`src/rtl/fifo_flush_pack_sync_if.sv`:
```
// fifo_flush_pack_sync_if
//   Bundles the write, read and status signals of the width-upsizing FIFO.
//   Optional lane-mask output is present only when FIFO_LANE_MASK_EN is defined.
//   Ports (modport slave = FIFO side, master = user side):
//     fifo_wr_valid_i / fifo_wr_data_i  write beat strobe and data (IN_W)
//     fifo_rd_valid_i                   pop head word
//     fifo_flush_i                      commit partially packed word
//     fifo_rd_data_o                    head word (IN_W*RATIO, show-ahead)
//     fifo_empty_o / fifo_full_o        occupancy flags
//     fifo_curr_o                       lanes filled in packer
//     fifo_count_o                      stored words
//     fifo_ovf_o                        sticky dropped-beat flag
//     fifo_rd_mask_o                    valid lanes of head word (FIFO_LANE_MASK_EN only)
interface fifo_flush_pack_sync_if #(
  parameter int IN_W  = 4,
  parameter int RATIO = 8,
  parameter int DEPTH = 8
);
  logic                      fifo_wr_valid_i;
  logic [IN_W-1:0]           fifo_wr_data_i;
  logic                      fifo_rd_valid_i;
  logic                      fifo_flush_i;
  logic [IN_W*RATIO-1:0]     fifo_rd_data_o;
  logic                      fifo_empty_o;
  logic                      fifo_full_o;
  logic [$clog2(RATIO):0]    fifo_curr_o;
  logic [$clog2(DEPTH):0]    fifo_count_o;
  logic                      fifo_ovf_o;
`ifdef FIFO_LANE_MASK_EN
  logic [RATIO-1:0]          fifo_rd_mask_o;

  modport slave (
    input  fifo_wr_valid_i, fifo_wr_data_i, fifo_rd_valid_i, fifo_flush_i,
    output fifo_rd_data_o, fifo_empty_o, fifo_full_o, fifo_curr_o, fifo_count_o,
           fifo_ovf_o, fifo_rd_mask_o
  );
  modport master (
    output fifo_wr_valid_i, fifo_wr_data_i, fifo_rd_valid_i, fifo_flush_i,
    input  fifo_rd_data_o, fifo_empty_o, fifo_full_o, fifo_curr_o, fifo_count_o,
           fifo_ovf_o, fifo_rd_mask_o
  );
`else
  modport slave (
    input  fifo_wr_valid_i, fifo_wr_data_i, fifo_rd_valid_i, fifo_flush_i,
    output fifo_rd_data_o, fifo_empty_o, fifo_full_o, fifo_curr_o, fifo_count_o,
           fifo_ovf_o
  );
  modport master (
    output fifo_wr_valid_i, fifo_wr_data_i, fifo_rd_valid_i, fifo_flush_i,
    input  fifo_rd_data_o, fifo_empty_o, fifo_full_o, fifo_curr_o, fifo_count_o,
           fifo_ovf_o
  );
`endif
endinterface

```
`src/rtl/fifo_flush_pack_sync.sv`:
```
// fifo_flush_pack_sync
//   Single-clock width-upsizing FIFO with flush. RATIO narrow beats of IN_W bits are
//   packed LSB lane first into one IN_W*RATIO word and stored in a DEPTH-entry buffer.
//   A flush commits a partially packed word, zero padded in the unfilled lanes.
//   Optional feature macro: FIFO_LANE_MASK_EN adds fifo_rd_mask_o (valid lanes of the
//   head word) and widens each storage entry by RATIO bits.
//   Ports:
//     clock  single clock, rising edge
//     reset  asynchronous, active-high
//     bus    fifo_flush_pack_sync_if.slave (write/read/flush strobes and status)
module fifo_flush_pack_sync #(
  parameter int IN_W  = 4,
  parameter int RATIO = 8,
  parameter int DEPTH = 8
) (
  input  logic                  clock,
  input  logic                  reset,
  fifo_flush_pack_sync_if.slave bus
);
  localparam int OUT_W = IN_W * RATIO;
  localparam int CW    = $clog2(RATIO) + 1;
  localparam int LW    = $clog2(RATIO);
  localparam int PW    = $clog2(DEPTH);
  localparam int NW    = PW + 1;
`ifdef FIFO_LANE_MASK_EN
  localparam int MW    = OUT_W + RATIO;

  // Mask with the lowest n lanes set; n==RATIO yields all ones.
  function automatic logic [RATIO-1:0] lane_mask(input logic [CW-1:0] n);
    logic [RATIO-1:0] m;
    for (int i = 0; i < RATIO; i++) begin
      m[i] = (n > CW'(i));
    end
    return m;
  endfunction
`else
  localparam int MW    = OUT_W;
`endif

  logic [OUT_W-1:0] packer_r;
  logic [CW-1:0]    curr_r;
  logic [PW-1:0]    wr_ptr_r;
  logic [PW-1:0]    rd_ptr_r;
  logic [NW-1:0]    count_r;
  logic             full_r;
  logic             empty_r;
  logic             ovf_r;
  logic [MW-1:0]    mem_r [DEPTH];

  logic             wr_acc_s;
  logic             pop_s;
  logic             complete_s;
  logic             flush_push_s;
  logic             push_s;
  logic [OUT_W-1:0] packed_s;
  logic [CW-1:0]    lanes_s;
  logic [NW-1:0]    count_nxt_s;
  logic [MW-1:0]    store_s;
  logic [MW-1:0]    head_s;

  // Accept/pop decisions and the packer contents including any same-edge beat.
  always_comb begin
    wr_acc_s = bus.fifo_wr_valid_i && !full_r;
    pop_s    = bus.fifo_rd_valid_i && !empty_r;
    packed_s = packer_r;
    if (wr_acc_s) begin
      packed_s[curr_r[LW-1:0]*IN_W +: IN_W] = bus.fifo_wr_data_i;
      lanes_s = curr_r + CW'(1);
    end else begin
      lanes_s = curr_r;
    end
    complete_s   = wr_acc_s && (curr_r == CW'(RATIO - 1));
    // A beat that completes a word while flush is high still yields a single push.
    flush_push_s = bus.fifo_flush_i && !full_r && (lanes_s != {CW{1'b0}});
    push_s       = complete_s || flush_push_s;
    if (push_s && !pop_s) begin
      count_nxt_s = count_r + NW'(1);
    end else if (pop_s && !push_s) begin
      count_nxt_s = count_r - NW'(1);
    end else begin
      count_nxt_s = count_r;
    end
  end

  // Storage entry: lane mask (optional) above the packed word.
  always_comb begin
`ifdef FIFO_LANE_MASK_EN
    store_s = {lane_mask(lanes_s), packed_s};
`else
    store_s = packed_s;
`endif
  end

  // Packer, pointers, occupancy and sticky overflow.
  always_ff @(posedge clock or posedge reset) begin
    if (reset) begin
      packer_r <= {OUT_W{1'b0}};
      curr_r   <= {CW{1'b0}};
      wr_ptr_r <= {PW{1'b0}};
      rd_ptr_r <= {PW{1'b0}};
      count_r  <= {NW{1'b0}};
      full_r   <= 1'b0;
      empty_r  <= 1'b1;
      ovf_r    <= 1'b0;
    end else begin
      if (push_s) begin
        packer_r <= {OUT_W{1'b0}};
        curr_r   <= {CW{1'b0}};
        wr_ptr_r <= wr_ptr_r + PW'(1);
      end else if (wr_acc_s) begin
        packer_r <= packed_s;
        curr_r   <= curr_r + CW'(1);
      end
      if (pop_s) begin
        rd_ptr_r <= rd_ptr_r + PW'(1);
      end
      if (bus.fifo_wr_valid_i && full_r) begin
        ovf_r <= 1'b1;
      end
      count_r <= count_nxt_s;
      full_r  <= (count_nxt_s == NW'(DEPTH));
      empty_r <= (count_nxt_s == {NW{1'b0}});
    end
  end

  // Word storage; contents are don't-care until written, so no reset.
  always_ff @(posedge clock) begin
    if (push_s) begin
      mem_r[wr_ptr_r] <= store_s;
    end
  end

  // Show-ahead head entry and status outputs.
  always_comb begin
    head_s              = mem_r[rd_ptr_r];
    bus.fifo_rd_data_o  = head_s[OUT_W-1:0];
    bus.fifo_empty_o    = empty_r;
    bus.fifo_full_o     = full_r;
    bus.fifo_curr_o     = curr_r;
    bus.fifo_count_o    = count_r;
    bus.fifo_ovf_o      = ovf_r;
`ifdef FIFO_LANE_MASK_EN
    if (empty_r) begin
      bus.fifo_rd_mask_o = {RATIO{1'b0}};
    end else begin
      bus.fifo_rd_mask_o = head_s[MW-1:OUT_W];
    end
`endif
  end
endmodule

```
`src/flat_wrapper.sv`:
```
// flat-port wrapper written by rule: the top's interface ports become plain ports
module fifo_flush_pack_sync_flat 
#(
  parameter int IN_W  = 4,
  parameter int RATIO = 8,
  parameter int DEPTH = 8
)
  (clock, reset, bus_fifo_wr_valid_i, bus_fifo_wr_data_i, bus_fifo_rd_valid_i, bus_fifo_flush_i, bus_fifo_rd_data_o, bus_fifo_empty_o, bus_fifo_full_o, bus_fifo_curr_o, bus_fifo_count_o, bus_fifo_ovf_o);
  fifo_flush_pack_sync_if #(.IN_W(IN_W), .RATIO(RATIO), .DEPTH(DEPTH)) bus_i ();
  input  logic clock;
  input  logic reset;
  input wire logic [$bits(bus_i.fifo_wr_valid_i)-1:0] bus_fifo_wr_valid_i;
  input wire logic [$bits(bus_i.fifo_wr_data_i)-1:0] bus_fifo_wr_data_i;
  input wire logic [$bits(bus_i.fifo_rd_valid_i)-1:0] bus_fifo_rd_valid_i;
  input wire logic [$bits(bus_i.fifo_flush_i)-1:0] bus_fifo_flush_i;
  output wire logic [$bits(bus_i.fifo_rd_data_o)-1:0] bus_fifo_rd_data_o;
  output wire logic [$bits(bus_i.fifo_empty_o)-1:0] bus_fifo_empty_o;
  output wire logic [$bits(bus_i.fifo_full_o)-1:0] bus_fifo_full_o;
  output wire logic [$bits(bus_i.fifo_curr_o)-1:0] bus_fifo_curr_o;
  output wire logic [$bits(bus_i.fifo_count_o)-1:0] bus_fifo_count_o;
  output wire logic [$bits(bus_i.fifo_ovf_o)-1:0] bus_fifo_ovf_o;
  assign bus_i.fifo_wr_valid_i = bus_fifo_wr_valid_i;
  assign bus_i.fifo_wr_data_i = bus_fifo_wr_data_i;
  assign bus_i.fifo_rd_valid_i = bus_fifo_rd_valid_i;
  assign bus_i.fifo_flush_i = bus_fifo_flush_i;
  assign bus_fifo_rd_data_o = bus_i.fifo_rd_data_o;
  assign bus_fifo_empty_o = bus_i.fifo_empty_o;
  assign bus_fifo_full_o = bus_i.fifo_full_o;
  assign bus_fifo_curr_o = bus_i.fifo_curr_o;
  assign bus_fifo_count_o = bus_i.fifo_count_o;
  assign bus_fifo_ovf_o = bus_i.fifo_ovf_o;
  fifo_flush_pack_sync #(.IN_W(IN_W), .RATIO(RATIO), .DEPTH(DEPTH)) u_core (.clock(clock), .reset(reset), .bus(bus_i));
endmodule
```
`config.mk`:
```
export PLATFORM = sky130hd
export DESIGN_NAME = fifo_flush_pack_sync_flat
export DESIGN_NICKNAME = d
export VERILOG_FILES = /design/src/rtl/fifo_flush_pack_sync_if.sv /design/src/rtl/fifo_flush_pack_sync.sv /design/src/flat_wrapper.sv
export SDC_FILE = /design/constraint.sdc
export NUM_CORES = 1
export LEC_CHECK = 0
export BUFFER_PORTS_ARGS = -buffer_cell sky130_fd_sc_hd__buf_4
export CAP_MARGIN = 20
export CORE_MARGIN = 1.5
export CORE_UTILIZATION = 55
export CTS_CLUSTER_DIAMETER = 120
export CTS_CLUSTER_SIZE = 40
export DETAILED_ROUTE_END_ITERATION = 6
export GPL_ROUTABILITY_DRIVEN = 0
export HOLD_SLACK_MARGIN = 0.03
export PLACE_DENSITY_LB_ADDON = 0.08
export SLEW_MARGIN = 20
export SYNTH_ARGS = -nofsm -noshare
export SYNTH_HDL_FRONTEND = slang
export SYNTH_SLANG_ARGS = --single-unit
```
`constraint.sdc`:
```
create_clock -name clock -period 12.35 [get_ports clock]
set_input_delay 3.705 -clock clock [delete_from_list [all_inputs] [get_ports clock]]
set_output_delay 3.705 -clock clock [all_outputs]
set_load 0.03 [all_outputs]
```
-- Word level (Yosys, flattened, before mapping)
Memories as Yosys holds them, arrays and structs flattened.
Cells that the tools add are included.
W data, S select, Z words.
- reductions and logical operators: 16
- div/mod/pow operators: 0
- mux-type cells: 10
- multiply operators: 0
- add/sub/neg operators: 6
- equality and inequality tests: 2
- order comparisons: 0
- shifts and indexed selects: 2
- bitwise logic cells: 0
- operators by type and width (kind ; number):
    $mux W32 ; 3
    $neg A5 Y34 ; 1
    $shift A4 B34 Y32 const A ; 1
    $shiftx A4 B34 Y32 ; 1
    $bwmux W32 ; 1
    $mux W4 ; 4
    $add A4 B1 Y4 const B ; 2
    $logic_and A1 B1 Y1 ; 8
    $add A3 B1 Y3 const B ; 2
    $eq A4 B3 Y1 const B ; 1
    $eq A4 B4 Y1 const B ; 1
    $logic_not A1 Y1 ; 4
    $logic_not A4 Y1 ; 1
    $reduce_bool A4 Y1 ; 1
    $sub A4 B1 Y4 const B ; 1
    $mux W1 ; 2
    $reduce_bool A2 Y1 ; 1
    $logic_or A1 B1 Y1 ; 1
- register bits: 49
- input port bits: 9
- word-level logic and storage cells: 45
- memories: 1
- bits in read-only memories: 0
- output and inout port bits: 43
- latch bits: 0
- memory bits (writable): 256
- memory list (memory ; depth ; width ; rd ports ; clocked after memory_dff ; wr ports ; line ; source):
    u_core.mem_r ; 8 ; 32 ; 1 ; 0 ; 1 ; fifo_flush_pack_sync.sv:48 ; logic [MW-1:0] mem_r [DEPTH];

-- Depth between registers and ports, before layout
- word-level depth: 11
- depth in mapped cells: 10
- gate-level depth less buffers: 8

-- Worst setup path after synthesis
No wires, ideal clock.
- path kind: input port to flip-flop
- start point: input bus_fifo_wr_valid_i
- end point: memory u_core.mem_r[4][0] (netlist bit), enable pin
- data arrival time: 8178 ps
- required time: 11837 ps
- buffers on the path: 1
- path slack: 3659 ps
- stages: 7
- library setup time: 513 ps
- cells stage by stage: nor2b_1 > buf_2 > nand4b_1 > o41ai_2 > a311oi_1 > nor2_1 > nor4b_1
- cells in the longest elaborated chain, start to end: 7
- elaborated cells between the ends (all ways): 8
- classes of those cells: mux: 3; reduce/logical: 5
- ends and longest elaborated chain (element ; line ; source):
    start: declaration ; flat_wrapper.sv:12 ; input wire logic [$bits(bus_i.fifo_wr_valid_i)-1:0] bus_fifo_wr_valid_i;
    $logic_and A1 B1 Y1 * ; fifo_flush_pack_sync.sv:63 ; wr_acc_s = bus.fifo_wr_valid_i && !full_r;
    $mux W4 ; n/a ;
    $reduce_bool A4 Y1 ; fifo_flush_pack_sync.sv:74 ; flush_push_s = bus.fifo_flush_i && !full_r && (lanes_s != {CW{1'b0}});
    $logic_and A1 B1 Y1 ; fifo_flush_pack_sync.sv:74 ;
    $logic_or A1 B1 Y1 * ; fifo_flush_pack_sync.sv:75 ; push_s = complete_s || flush_push_s;
    $mux W1 * ; fifo_flush_pack_sync.sv:128 ; if (push_s) begin
    $mux W1 (not written as such) * ; fifo_flush_pack_sync.sv:129 ; mem_r[wr_ptr_r] <= store_s;
    end: declaration ; fifo_flush_pack_sync.sv:48 ;
Mark *: on every way between the ends. The rest lies on a longest branch, timed or not.

-- Worst setup path after layout
- start point: register u_core.rd_ptr_r[0]
- end point: output bus_fifo_rd_data_o[0]
- cells in the longest elaborated chain, start to end: 1
- ends and longest elaborated chain (element ; line ; source):
    start: declaration ; fifo_flush_pack_sync.sv:43 ; logic [PW-1:0] rd_ptr_r;
    start signal: assignment ; fifo_flush_pack_sync.sv:100 ; rd_ptr_r <= {PW{1'b0}};
    start signal: assignment ; fifo_flush_pack_sync.sv:115 ; rd_ptr_r <= rd_ptr_r + PW'(1);
    $mem_v2 Z8 W32 ; n/a ;
    end: declaration ; flat_wrapper.sv:16 ; output wire logic [$bits(bus_i.fifo_rd_data_o)-1:0] bus_fifo_rd_data_o;
No other way between the ends.

==> flow_summary.ini <==
[timing]
maxSlewHeadroom = 0.344
finalSetupTns_ns = 0
fmax_ghz = 0.146
worst-slew-pin-transition_ns = 0.974
period_share = 0.554
final_period_minus_worst_setup_slack_ns = 6.84
hold_viol = 0
skew_ns = 0.0208
report.final.slew_viol_count = 0
whs_ns = 0.480
setup_viol_count_final = 0
rsz0062_at_grt = no

[floorplanning]
io_pins = 52
core.rowCount = 54
effective_utilization_at_floorplan = 0.562
height_of_the_die_um = 152
chipWidth_um = 152
fp.dieArea_sq_um = 23200
core_area_sq_um = 21800

[route]
first_pass_iters = 6
highest-signal-layer = met4
first_iter_violations = 428
detailroute.wirelength.met2_mm = 11.4
met3_length_um = 773
ant_nets = 0
vias_per_cell = 6.08
post_drt_wl_per_cell_um = 24.1
route.detailed.drc = 0
drt-met1-wl_mm = 10.6
totalWireLength_mm = 23.2
detailroute.via_count = 5840

[clock_network]
cts_hold_buf = 0
clk_path_buf_depth = 3
postCtsResizedCells = 0
cts.sink_count = 305
clk_pin_slew_ns = 0.13
ctsRootBufferMaster = clkbuf_16
clock_insertion_delay_worst_skew_ns = 0.49
cts_buffers = 11
cts_tree = yes
post-cts-setup-buffers = 0
htreeDepth = 1

[flow_run]
maxCapViolations = 0

[critical_path]
path_buf_inv = 2
timing.rr.start = u_core.bus.fifo_curr_o[0]
r2r_end = u_core.mem_r[7][14]
critical-path-slowest-cell = dfrtp_4
critPathCaptureType = output port
timing.critical_path.mode_cell = buf_4
worstPathRequired_ns = 8.64
critical_path.top_delay_family = buffers and inverters
r2r_cells = 10
worst-endpoint-arrival_ns = 3.14
worst_setup_path_start_kind = flop
crit_fanout = 42
critPathMaxStageDelay_ns = 0.79
cp_cell_sequence = buf_4 -> mux4_2 -> mux2_2 -> buf_4
criticalPathCategory = reg -> out
rrSetupSlack_ns = 8.45

[logic_synthesis]
synth_edf_count = 256
synth_seq_cells = 305
synth.area.mux_share = 0.176
postSynthNetCount = 654
syn_avg_cell_area_sq_um = 19.3
syn-cell-area_sq_um = 12300
netlist_cell_types = 44
post_synthesis_compound_gate_area_fraction = 0.0122
main_synth_ff_type = edfxtp_1
synthXorXnorAreaFrac = 0.00500
synth_sequential_area_ratio = 0.726
synthArstFlopShare = 0.161
synthSimpleGateAreaFrac = 0.0535
post_synth_fa_ha_maj_area_fraction = 0.0118
yosysWarningCount = 0
syn_inst = 635
main_combinational_cell_family_by_area_after_synthesis = multiplexers

[hold_path]
holdCritStartpoint = u_core.bus.fifo_ovf_o
timing.hold.worst_path_depth = 1
timing.hold.worst.class = reg -> reg
holdPathEnd = u_core.bus.fifo_ovf_o

[layout]
layout-area-overhead-vs-synth_pct = 8.89
drive_above_1_share = 0.332
layout.cells.most_common = edfxtp_1
antenna_cells = 0
fin_nets = 698
final_cell_mix = 256 x edfxtp_1, 67 x buf_4, 64 x mux4_2

[run_status]
status = complete, no violations

[power]
powerDensity_nw_per_um2 = 218
leakagePower_nw = 5.01
ir_worst_vdd_v = 0.000143

[global_route]
grt_overflow_total = 0
number_of_antenna_violations_at_the_first_check_in_global_routing = 0
grt_usage = 0.203
first_pass_grt_wire_length_mm = 36.0
vias_in_the_first_global_route = 6042
grt_start_max_net_pins = 50

[placement]
dpl.hpwl_mm = 14.1
io_buffers = 51
-- Yosys cell counts, types with 6 or more instances --
cell type | number | area (sq um)
edfxtp_1 | 256 | 7690
mux4_2 | 64 | 1440
mux2_2 | 63 | 709
dfrtp_1 | 48 | 1200
and3_1 | 43 | 269
clkbuf_1 | 27 | 101
nand2_1 | 20 | 75.1
nor2_1 | 13 | 48.8
ha_1 | 10 | 125
inv_1 | 9 | 33.8
buf_1 | 7 | 26.3
nor3_1 | 7 | 35.0
xnor2_1 | 7 | 61.3
a21oi_1 | 6 | 30.0
and2_1 | 6 | 37.5
-- cell type report --
| class | count | area [sq um] |
|---|---|---|
| Sequential cell | 305 | 8920 |
| Fill cell | 1569 | 8460 |
| Multi-Input combinational cell | 284 | 3220 |
| Timing Repair Buffer | 68 | 531 |
| Tap cell | 280 | 350 |
| Clock buffer | 14 | 287 |
| Inverter | 9 | 35.0 |
| Clock inverter | 1 | 16.3 |
-- metal layers --
metal  global-route usage  vias to the layer above
li1                     -                     2592
met2                0.332                      113
met5                    0                        -
met4               0.0398                        0
met3               0.0205                       21
met1                0.305                     3114
-- where the power goes --
group | switching (W) | leakage [nW] | total [W] | internal, W
combinational | 0.000605 | 1.66 | 0.00108 | 0.000477
sequential | 0.000111 | 3.21 | 0.00137 | 0.00126
clock | 0.000284 | 0.146 | 0.000455 | 0.000171
-- sequential cells by signal, summed over array words and instances (netlist names) --
register                 count
u_core.bus.fifo_count_o      4
u_core.bus.fifo_curr_o       4
u_core.bus.fifo_empty_o      1
u_core.bus.fifo_full_o       1
u_core.bus.fifo_ovf_o        1
u_core.mem_r               256
u_core.packer_r             32
u_core.rd_ptr_r              3
u_core.wr_ptr_r              3
-- per-stage QoR --
step | cell area, sq um | power (W) | std cells | utilization | worst slack [ns]
floorplan | 12300 | 0.00215 | 635 | - | 3.66
global placement | 13000 | 0.00247 | 945 | 0.597 | 5.45
detailed placement | 13100 | 0.00249 | 946 | 0.598 | 5.57
CTS | 13400 | 0.00294 | 961 | 0.612 | 5.39
global route | 13400 | 0.00305 | 961 | 0.612 | 5.25
finish | 13400 | 0.00291 | 961 | 0.612 | 5.51
-- cells by family (layout without fill, tap and decap cells) --
family	Yosys count	after routing
flops	305	305
mux	128	128
simple gates	116	116
buf+inv	46	92
compound gates	21	21
fa+ha+maj	12	12
xor+xnor	7	7
-- worst max path at each step --
stage	startpoint	end	cells past startpoint
after floorplan	bus_fifo_wr_valid_i	u_core.mem_r[4][0]	7
after global placement	bus_fifo_wr_valid_i	u_core.mem_r[7][19]	8
after detailed placement	bus_fifo_wr_valid_i	u_core.mem_r[7][16]	9
after CTS	u_core.rd_ptr_r[0]	bus_fifo_rd_data_o[0]	4
after global routing	u_core.rd_ptr_r[0]	bus_fifo_rd_data_o[0]	4
final	u_core.rd_ptr_r[0]	bus_fifo_rd_data_o[0]	4
Power figures use the tool's default switching activity.
